==> config.mk <==
export PLATFORM = sky130hd
export DESIGN_NAME = mmio_bus_arbiter
export DESIGN_NICKNAME = d
export VERILOG_FILES = /design/src/rtl/mmio_pkg.sv /design/src/rtl/rr_arbiter2.sv /design/src/rtl/mmio_bus_arbiter.sv
export SDC_FILE = /design/constraint.sdc
export NUM_CORES = 1
export LEC_CHECK = 0
export ABC_CLOCK_PERIOD_IN_PS = 3000
export CAP_MARGIN = 0
export CORE_ASPECT_RATIO = 1.5
export CORE_MARGIN = 8
export CORE_UTILIZATION = 30
export DETAILED_ROUTE_END_ITERATION = 8
export DONT_BUFFER_PORTS = 1
export PLACE_DENSITY = 0.52
export SLEW_MARGIN = 40
export SYNTH_ARGS = -nofsm -noshare
export SYNTH_HDL_FRONTEND = slang
export SYNTH_SLANG_ARGS = --single-unit
==> constraint.sdc <==
create_clock -name clk -period 3 [get_ports clk]
set_input_delay 0.6 -clock clk [delete_from_list [all_inputs] [get_ports clk]]
set_output_delay 0.6 -clock clk [all_outputs]
set_load 0.005 [all_outputs]
==> src/rtl/mmio_pkg.sv <==
// Shared encodings and request checks for the MMIO bus arbiter.
package mmio_pkg;

   localparam logic [1:0] SZ_NONE = 2'b00;
   localparam logic [1:0] SZ_BYTE = 2'b01;
   localparam logic [1:0] SZ_HALF = 2'b10;
   localparam logic [1:0] SZ_WORD = 2'b11;

   localparam logic RW_READ  = 1'b0;
   localparam logic RW_WRITE = 1'b1;

   typedef enum logic [1:0] {
      IDLE = 2'd0,
      BUSY = 2'd1,
      RESP = 2'd2
   } state_e;

   // A request is legal only with a real size and natural alignment.
   function automatic logic req_valid(input logic [1:0] size, input logic [1:0] addr_lo);
      case (size)
         SZ_BYTE: req_valid = 1'b1;
         SZ_HALF: req_valid = ~addr_lo[0];
         SZ_WORD: req_valid = (addr_lo == 2'b00);
         default: req_valid = 1'b0;
      endcase
   endfunction

endpackage

==> src/rtl/rr_arbiter2.sv <==
// Two-way round-robin arbiter; last_grant advances only when a grant is accepted.
module rr_arbiter2 (
   input  logic       clk,
   input  logic       rst_n,
   input  logic [1:0] req,
   input  logic       accept,
   output logic       gnt_valid,
   output logic       gnt_idx
);

   logic last_grant_q;
   logic last_grant_d;

   // Grant selection; on a tie the requester not served last wins.
   always_comb begin
      gnt_valid    = |req;
      gnt_idx      = 1'b0;
      last_grant_d = last_grant_q;
      case (req)
         2'b01:   gnt_idx = 1'b0;
         2'b10:   gnt_idx = 1'b1;
         2'b11:   gnt_idx = ~last_grant_q;
         default: gnt_idx = 1'b0;
      endcase
      if (accept) begin
         last_grant_d = gnt_idx;
      end else begin
         last_grant_d = last_grant_q;
      end
   end

   // Reset value 1 lets m0 win the first tie.
   always_ff @(posedge clk or negedge rst_n) begin
      if (!rst_n) begin
         last_grant_q <= 1'b1;
      end else begin
         last_grant_q <= last_grant_d;
      end
   end

endmodule

==> src/rtl/mmio_bus_arbiter.sv <==
// Shares one MMIO slave bus between two requesters with alignment checks,
// a timeout guard and a registered one-cycle acknowledge.
module mmio_bus_arbiter
   import mmio_pkg::*;
#(
   parameter int unsigned TIMEOUT = 15,
   parameter int unsigned ADDR_W  = 32,
   parameter int unsigned DATA_W  = 32
) (
   input  logic              clk,
   input  logic              rst_n,
   input  logic              m0_req,
   input  logic [ADDR_W-1:0] m0_addr,
   input  logic [DATA_W-1:0] m0_wdata,
   input  logic [1:0]        m0_size,
   input  logic              m0_rw,
   output logic [DATA_W-1:0] m0_rdata,
   output logic              m0_ack,
   output logic              m0_err,
   input  logic              m1_req,
   input  logic [ADDR_W-1:0] m1_addr,
   input  logic [DATA_W-1:0] m1_wdata,
   input  logic [1:0]        m1_size,
   input  logic              m1_rw,
   output logic [DATA_W-1:0] m1_rdata,
   output logic              m1_ack,
   output logic              m1_err,
   output logic              s_valid,
   output logic [ADDR_W-1:0] s_addr,
   output logic [DATA_W-1:0] s_wdata,
   output logic [1:0]        s_size,
   output logic              s_rw,
   input  logic [DATA_W-1:0] s_rdata,
   input  logic              s_ready
);

   localparam logic [7:0] T_LAST = 8'(TIMEOUT - 1);

   state_e            state_q, state_d;
   logic [7:0]        tcnt_q, tcnt_d;
   logic              gidx_q, gidx_d;
   logic              s_valid_q, s_valid_d;
   logic [ADDR_W-1:0] s_addr_q, s_addr_d;
   logic [DATA_W-1:0] s_wdata_q, s_wdata_d;
   logic [1:0]        s_size_q, s_size_d;
   logic              s_rw_q, s_rw_d;
   logic [1:0]        ack_q, ack_d;
   logic [1:0]        err_q, err_d;
   logic [DATA_W-1:0] m0_rdata_q, m0_rdata_d;
   logic [DATA_W-1:0] m1_rdata_q, m1_rdata_d;

   logic              arb_valid;
   logic              arb_idx;
   logic              accept;
   logic [ADDR_W-1:0] sel_addr;
   logic [DATA_W-1:0] sel_wdata;
   logic [1:0]        sel_size;
   logic              sel_rw;

   rr_arbiter2 u_arb (
      .clk       (clk),
      .rst_n     (rst_n),
      .req       ({m1_req, m0_req}),
      .accept    (accept),
      .gnt_valid (arb_valid),
      .gnt_idx   (arb_idx)
   );

   // Next-state and datapath for the IDLE/BUSY/RESP transaction sequencer.
   always_comb begin
      state_d    = state_q;
      tcnt_d     = tcnt_q;
      gidx_d     = gidx_q;
      s_valid_d  = s_valid_q;
      s_addr_d   = s_addr_q;
      s_wdata_d  = s_wdata_q;
      s_size_d   = s_size_q;
      s_rw_d     = s_rw_q;
      ack_d      = ack_q;
      err_d      = err_q;
      m0_rdata_d = m0_rdata_q;
      m1_rdata_d = m1_rdata_q;
      accept     = 1'b0;
      sel_addr   = arb_idx ? m1_addr  : m0_addr;
      sel_wdata  = arb_idx ? m1_wdata : m0_wdata;
      sel_size   = arb_idx ? m1_size  : m0_size;
      sel_rw     = arb_idx ? m1_rw    : m0_rw;

      case (state_q)
         IDLE: begin
            if (arb_valid) begin
               accept    = 1'b1;
               gidx_d    = arb_idx;
               s_addr_d  = sel_addr;
               s_wdata_d = sel_wdata;
               s_size_d  = sel_size;
               s_rw_d    = sel_rw;
               tcnt_d    = 8'd0;
               if (req_valid(sel_size, sel_addr[1:0])) begin
                  state_d   = BUSY;
                  s_valid_d = 1'b1;
               end else begin
                  // Rejected requests answer immediately and never reach the slave.
                  state_d          = RESP;
                  ack_d[arb_idx]   = 1'b1;
                  err_d[arb_idx]   = 1'b1;
                  m0_rdata_d       = '0;
                  m1_rdata_d       = '0;
               end
            end else begin
               state_d = IDLE;
            end
         end
         BUSY: begin
            if (s_ready) begin
               state_d       = RESP;
               s_valid_d     = 1'b0;
               ack_d[gidx_q] = 1'b1;
               err_d[gidx_q] = 1'b0;
               if (gidx_q) begin
                  m1_rdata_d = (s_rw_q == RW_WRITE) ? '0 : s_rdata;
               end else begin
                  m0_rdata_d = (s_rw_q == RW_WRITE) ? '0 : s_rdata;
               end
            end else if (tcnt_q == T_LAST) begin
               state_d       = RESP;
               s_valid_d     = 1'b0;
               ack_d[gidx_q] = 1'b1;
               err_d[gidx_q] = 1'b1;
               m0_rdata_d    = '0;
               m1_rdata_d    = '0;
            end else begin
               tcnt_d = tcnt_q + 8'd1;
            end
         end
         RESP: begin
            state_d    = IDLE;
            tcnt_d     = 8'd0;
            ack_d      = 2'b00;
            err_d      = 2'b00;
            m0_rdata_d = '0;
            m1_rdata_d = '0;
         end
         default: begin
            state_d    = IDLE;
            tcnt_d     = 8'd0;
            s_valid_d  = 1'b0;
            ack_d      = 2'b00;
            err_d      = 2'b00;
            m0_rdata_d = '0;
            m1_rdata_d = '0;
         end
      endcase
   end

   // State and output registers; reset abandons any transaction in flight.
   always_ff @(posedge clk or negedge rst_n) begin
      if (!rst_n) begin
         state_q    <= IDLE;
         tcnt_q     <= 8'd0;
         gidx_q     <= 1'b0;
         s_valid_q  <= 1'b0;
         s_addr_q   <= '0;
         s_wdata_q  <= '0;
         s_size_q   <= 2'b00;
         s_rw_q     <= 1'b0;
         ack_q      <= 2'b00;
         err_q      <= 2'b00;
         m0_rdata_q <= '0;
         m1_rdata_q <= '0;
      end else begin
         state_q    <= state_d;
         tcnt_q     <= tcnt_d;
         gidx_q     <= gidx_d;
         s_valid_q  <= s_valid_d;
         s_addr_q   <= s_addr_d;
         s_wdata_q  <= s_wdata_d;
         s_size_q   <= s_size_d;
         s_rw_q     <= s_rw_d;
         ack_q      <= ack_d;
         err_q      <= err_d;
         m0_rdata_q <= m0_rdata_d;
         m1_rdata_q <= m1_rdata_d;
      end
   end

   assign s_valid  = s_valid_q;
   assign s_addr   = s_addr_q;
   assign s_wdata  = s_wdata_q;
   assign s_size   = s_size_q;
   assign s_rw     = s_rw_q;
   assign m0_ack   = ack_q[0];
   assign m1_ack   = ack_q[1];
   assign m0_err   = err_q[0];
   assign m1_err   = err_q[1];
   assign m0_rdata = m0_rdata_q;
   assign m1_rdata = m1_rdata_q;

endmodule

==> flow_metrics.py, run 1 <==
metrics = {
    "hold_path": {
        "min_path_type": "in2async",
    },
    "global_routing": {
        "number_of_global_route_vias_before_repair": 5070,
        "grt.overflow.total": 0,
        "grt_max_degree": 149,
        "grtUsageTotal": 0.135,
        "grt_first_pass_wirelength_mm": 28.1,
        "grt_antenna_before_repair": 0,
    },
    "placed_design": {
        "place_congestion": 0.839,
        "hpwl_detailed_mm": 14.2,
        "dp.cells": 885,
        "port_buffers": 0,
        "pre_cts_ws_ns": 0.567,
        "dpl-instance-area_um2": 6830,
    },
    "critical_path": {
        "critical_path.slowest_cell": "sky130_fd_sc_hd__or4b_4",
        "regToRegEndpoint": "m1_rdata[31]$_DFFE_PN0P_",
        "timing.reg2reg.worst_path_depth": 8,
        "worst-endpoint-required_ns": 3.30,
        "critical_path_at_ns": 2.74,
        "worstPathCellList": "inv_1 -> ha_1 -> or4b_4 -> o21ai_4 -> nand2_4 -> nor3_4 -> buf_12 -> mux2_2",
        "reg2reg_slack_ns": 0.55,
        "crit_family": "simple AND/OR/NAND/NOR gates",
        "rr_startpoint": "tcnt_q[0]$_DFFE_PN0P_",
        "endpoint_kind": "flip-flop",
        "crit_path_start_kind": "flip-flop",
        "path_depth": 8,
        "crit_buf_inv": 2,
        "setup.worst_path.class": "reg2reg",
        "crit_path_max_incr_delay_ns": 0.50,
        "path_max_fanout": 32,
    },
    "final_layout": {
        "final_nets": 805,
        "areaGrowthSynthToFinish_pct": 13.1,
        "share_of_layout_cells_above_drive_strength_1": 0.177,
        "layoutNonFillerInstCount": 917,
        "finalCoreUtilization": 0.344,
        "diodes": 0,
        "seq_area_um2": 3700,
        "num-fill-cells": 2144,
        "multi_input_gate_area_um2": 2660,
        "layout.cell_area.non_filler_um2": 7420,
    },
    "power": {
        "power_density_nw_per_um2": 987,
        "power.leakage_nw": 3.36,
        "irDropWorstVdd_mv": 0.380,
        "fin_total_pwr_mw": 7.32,
    },
    "synthesis": {
        "ys_ff_latch": 148,
        "synthesis.nets": 818,
        "synth_async_sr_flop_share": 1.00,
        "synth_cells": 645,
        "netlist_area_um2": 6560,
        "netlist_top_cells_count": "sky130_fd_sc_hd__nand2_1, sky130_fd_sc_hd__dfrtp_1, sky130_fd_sc_hd__nor2_1, sky130_fd_sc_hd__a31oi_1, sky130_fd_sc_hd__mux2_2",
        "ys_top_cells_by_area": "sky130_fd_sc_hd__dfrtp_1, sky130_fd_sc_hd__mux2_2, sky130_fd_sc_hd__nand2_1, sky130_fd_sc_hd__a31oi_1, sky130_fd_sc_hd__nor2_1",
        "share_of_the_synthesized_area_in_the_top_cell_type": 0.560,
        "synth_sequential_area_ratio": 0.564,
        "syn-mean-instance-area_um2": 10.2,
        "yosys.area.top_type": "sky130_fd_sc_hd__dfrtp_1",
        "yosysMostFrequentCell": "sky130_fd_sc_hd__nand2_1",
        "synth_warnings": 0,
        "ys.flop_type": "sky130_fd_sc_hd__dfrtp_1",
        "number_of_flops_mapped_to_enable_cells_by_yosys": 0,
        "yosys.cell_types.count": 34,
    },
    "detailed_routing": {
        "route.vias.total": 4638,
        "first_pass_iters": 4,
        "drt.antenna.violating_nets": 0,
        "drt_drc_violations_left": 0,
        "wl_mm": 18.7,
        "avgRoutedWirePerCell_um": 20.4,
        "detailedRoute.firstIterationViolations": 201,
        "detail_route.vias_per_cell": 5.06,
    },
    "timing": {
        "final_max_slew_viol_count": 0,
        "period_share": 0.816,
        "rsz0062_at_grt": "false",
        "final-hold-violation-count": 147,
        "setup_tns_ns": 0,
        "tightestPinTransition_ns": 0.632,
        "max_clock_freq_mhz": 408,
        "period_minus_slack_ns": 2.45,
        "maxSlewHeadroom": 0.579,
        "fin_ws_ns": 0.551,
        "setup-violations-final": 0,
        "timing.hold.ws_ns": -0.128,
        "worst_clock_skew_ns": 0.00575,
    },
    "clocking": {
        "ctsLongestPathBuffers": 2,
        "cts_made_buffers": 17,
        "cts_resized": 0,
        "cts_root_buffer": "sky130_fd_sc_hd__clkbuf_16",
        "post-cts-setup-buffers": 0,
        "cts.htree.levels": 4,
        "clock_sink_count": 148,
        "tritoncts": "yes",
        "cts.clk_slew.worst_paths_ns": 0.06,
        "clkLatencyLatePin_ns": 0.41,
    },
    "die": {
        "dieHeight_um": 197,
        "fp.dieW_um": 137,
        "fp.coreArea_um2": 21600,
        "start_util": 0.305,
        "ios": 307,
        "standard_cell_row_count": 66,
        "floorplan.die_area_um2": 27000,
    },
    "run": {
        "cap_violations": 0,
    },
    "run_status": {
        "violated_checks": "hold timing",
        "status": "finished, violations left",
    },
}
cell families (layout without fill, tap and decap cells):
kind of cell	Yosys count	in the layout	synth area share
xor gates and xnor gates	6	6	0.00801
adders and majority gates	2	2	0.00381
muxes	67	67	0.114
buffers and inverters	46	46	0.0332
DFF	148	148	0.564
and+or+nand+nor	281	281	0.183
AOI/OAI and AO/OA	95	95	0.0928
power by group:
part           internal (mW)  total [mW]  switching (mW)
combinational          0.817        1.95            1.13
sequential              2.62        3.24           0.627
clock                   1.25        2.13           0.878
total                   4.69        7.32            2.64
worst max path at each step:
| stage | start | endpoint | slack [ns] |
|---|---|---|---|
| after CTS | tcnt_q[0]$_DFFE_PN0P_ | m1_rdata[31]$_DFFE_PN0P_ | 0.55 |
| after detailed placement | tcnt_q[0]$_DFFE_PN0P_ | m1_rdata[9]$_DFFE_PN0P_ | 0.57 |
| after global placement | tcnt_q[0]$_DFFE_PN0P_ | m1_rdata[16]$_DFFE_PN0P_ | 0.64 |
| after floorplan | tcnt_q[0]$_DFFE_PN0P_ | m1_rdata[10]$_DFFE_PN0P_ | 0.71 |
| after global routing | tcnt_q[0]$_DFFE_PN0P_ | m1_rdata[9]$_DFFE_PN0P_ | 0.44 |
| final | tcnt_q[0]$_DFFE_PN0P_ | m1_rdata[31]$_DFFE_PN0P_ | 0.55 |
layout make-up:
class                           instances  share of cell area
Tap cell                              272              0.0458
Timing Repair Buffer                    9              0.0142
Sequential cell                       148               0.499
Clock inverter                         14              0.0206
Clock buffer                           18              0.0592
Multi-Input combinational cell        451               0.359
Inverter                                5             0.00253
routing by layer:
metal / wire length [µm] / vias up / part of all wire / GRT usage
met3: 2020 / 10 / 0.11 / 0.0619
met4: 272 / 0 / 0.015 / 0.0517
met5: 0 / - / 0 / 0
li1: - / 2152 / - / -
met2: 9690 / 208 / 0.52 / 0.236
met1: 6710 / 2268 / 0.36 / 0.136
flip-flops by register name (all words and copies together) (netlist names), 2 cells and up:
register	flops
tcnt_q	8
ack_q	2
state_q	2
s_size	2
err_q	2
m0_rdata	32
s_addr	32
s_wdata	32
m1_rdata	32
cell usage in the layout, fill, tap and decap left out, drive strengths merged:
cell type	n
a21boi	1
a21oi	8
a22o	2
a31oi	68
and2	32
buf	9
bufinv	2
clkbuf	18
clkinv	2
clkinvlp	7
dfrtp	147
dfstp	1
ha	2
inv	8
mux2	64
mux2i	3
nand2	150
nand2b	1
nand3	3
nand3b	2
nor2	84
nor3	6
nor3b	1
o2111ai	2
o211a	1
o211ai	2
o21a	1
o21ai	9
o22ai	1
or4	1
or4b	1
xor2	6
Note: power is estimated with default switching activity, not from simulation.
==> inputs of run 2 (changes only) <==
ABC_CLOCK_PERIOD_IN_PS = 2400   (was 3000)
clock period = 2.4 ns   (was 3 ns; I/O delays follow)
==> run 2 against run 1 <==
  * The flow still finishes with violations (hold timing)
  * Worst hold slack worse by 0.12 ns
  * Wire length decreased by 0.65%
  * Setup slack got worse by 0.43 ns
  * Sequential power grew 25%
  * Die area stayed put
  * Final cell count is 0.44% higher
  * Critical endpoint is now m1_rdata[14]$_DFFE_PN0P_
  * Largest power group unchanged
==> flow_metrics.py, run 2 (synthesis results as in run 1) <==
metrics = {
    "run_status": {
        "status": "finished, violations left",
        "violated_checks": "hold timing",
    },
    "detailed_routing": {
        "drt_drc_violations_left": 0,
        "avgRoutedWirePerCell_um": 20.2,
        "detail_route.vias_per_cell": 5.04,
        "drt.antenna.violating_nets": 0,
        "first_pass_iters": 4,
        "detailedRoute.firstIterationViolations": 201,
        "wl_mm": 18.6,
        "route.vias.total": 4639,
    },
    "clocking": {
        "clkLatencyLatePin_ns": 0.42,
        "cts.htree.levels": 4,
        "tritoncts": "yes",
        "clock_sink_count": 148,
        "cts_root_buffer": "sky130_fd_sc_hd__clkbuf_16",
        "post-cts-setup-buffers": 0,
        "cts_made_buffers": 17,
        "cts.clk_slew.worst_paths_ns": 0.06,
        "cts_resized": 0,
        "ctsLongestPathBuffers": 2,
    },
    "global_routing": {
        "gr-usage-met3": 0.0575,
        "grt_most_used_layer": "met2",
        "grtUsageTotal": 0.137,
        "grt.met1_usage": 0.139,
        "grt_first_pass_wirelength_mm": 28.3,
        "gr-usage-met2": 0.238,
        "number_of_global_route_vias_before_repair": 5058,
        "grt_antenna_before_repair": 0,
        "grt.overflow.total": 0,
        "grt_max_degree": 149,
    },
    "final_layout": {
        "final_nets": 809,
        "final_common_cell": "sky130_fd_sc_hd__nand2_1",
        "multi_input_gate_area_um2": 2660,
        "diodes": 0,
        "share_of_layout_cells_above_drive_strength_1": 0.182,
        "layout.cell_area.non_filler_um2": 7470,
        "layoutNonFillerInstCount": 921,
        "seq_area_um2": 3700,
        "commonest_cells_after_routing_fill_and_taps_aside": "sky130_fd_sc_hd__nand2_1, sky130_fd_sc_hd__dfrtp_1, sky130_fd_sc_hd__nor2_1, sky130_fd_sc_hd__a31oi_1, sky130_fd_sc_hd__mux2_2",
        "areaGrowthSynthToFinish_pct": 13.9,
        "num-fill-cells": 2157,
    },
    "power": {
        "irDropWorstVdd_mv": 0.460,
        "power_density_nw_per_um2": 1230,
        "power.leakage_nw": 3.41,
    },
    "placed_design": {
        "port_buffers": 0,
        "pre_cts_ws_ns": 0.100,
        "place_congestion": 0.763,
        "hpwl_detailed_mm": 14.2,
        "dp.cells": 889,
        "dpl-instance-area_um2": 6890,
    },
    "die": {
        "ios": 307,
        "start_util": 0.305,
        "standard_cell_row_count": 66,
        "floorplan.die_area_um2": 27000,
        "dieHeight_um": 197,
        "fp.coreArea_um2": 21600,
        "fp.dieW_um": 137,
    },
    "critical_path": {
        "rr_startpoint": "tcnt_q[1]$_DFFE_PN0P_",
        "worstSetupStartpoint": "tcnt_q[1]$_DFFE_PN0P_",
        "worst-endpoint-required_ns": 2.70,
        "setup.worst_path.class": "reg2reg",
        "critical_path_at_ns": 2.58,
        "endpoint_kind": "flip-flop",
        "path_max_fanout": 32,
        "crit_path_start_kind": "flip-flop",
    },
    "timing": {
        "fin_ws_ns": 0.120,
        "setup_tns_ns": 0,
        "final_max_slew_viol_count": 0,
        "period_minus_slack_ns": 2.28,
        "rsz0062_at_grt": "false",
        "setup-violations-final": 0,
        "worst_clock_skew_ns": 0.00915,
        "timing.hold.ws_ns": -0.245,
        "final-hold-violation-count": 148,
        "tightestPinTransition_ns": 0.435,
        "period_share": 0.950,
        "maxSlewHeadroom": 0.710,
        "max_clock_freq_mhz": 439,
    },
    "hold_path": {
        "min_path_type": "in2async",
    },
    "run": {
        "cap_violations": 0,
    },
}
run 2: cell count changes in the layout (fill, tap and decap cells not counted):
cell                         previous run  this run
sky130_fd_sc_hd__clkinv_4               1         3
sky130_fd_sc_hd__clkinv_2               1         5
sky130_fd_sc_hd__inv_6                  3         0
sky130_fd_sc_hd__buf_12                 3         5
sky130_fd_sc_hd__clkinvlp_4             7         3
sky130_fd_sc_hd__clkbuf_8               1         2
sky130_fd_sc_hd__buf_4                  6         8
run 2: worst paths after layout:
check,slack [ns],end,cells past startpoint
min in group clk,0.12,u_arb.last_grant_q$_DFFE_PN1P_,1
worst max register to register,0.12,m1_rdata[14]$_DFFE_PN0P_,7
max in group asynchronous,2.45,u_arb.last_grant_q$_DFFE_PN1P_,0
worst max-delay path,0.12,m1_rdata[14]$_DFFE_PN0P_,7
worst min register to register,0.53,m0_rdata[29]$_DFFE_PN0P_,1
worst min-delay path,-0.25,m0_rdata[25]$_DFFE_PN0P_,0
run 2: worst max-delay path, cell delays in order (launching register included):
cell and delay, ns:
sky130_fd_sc_hd__dfrtp_1 0.40, sky130_fd_sc_hd__ha_1 0.17, sky130_fd_sc_hd__or4b_4 0.49, sky130_fd_sc_hd__o21ai_4 0.20, sky130_fd_sc_hd__nand2_4 0.10, sky130_fd_sc_hd__nor3_4 0.20
sky130_fd_sc_hd__buf_12 0.23, sky130_fd_sc_hd__mux2_2 0.36
run 2: cell type report:
type,count,share of cell area
flip-flops and latches,148,0.496
multi-input cells,451,0.356
clock buffers,19,0.0606
well taps,272,0.0455
repair buffers,13,0.0214
clock inverters,13,0.0179
inverters,5,0.00251
run 2: through the flow:
step	power [mW]	util
final	9.18	0.347
after CTS	9.38	0.347
after global placement	6.60	0.320
after detailed placement	6.70	0.320
after global routing	9.84	0.347
after floorplan	5.87	-
run 2: metal layers:
metal	up-vias	share of wire
li1	2161	-
met1	2234	0.35
met2	221	0.52
met3	23	0.11
met4	0	0.023
met5	-	0
run 2: power breakdown:
part | total (mW) | switching (mW) | internal [mW]
Clock | 2.62 | 1.04 | 1.58
Sequential | 4.05 | 0.783 | 3.27
Combinational | 2.51 | 1.43 | 1.08
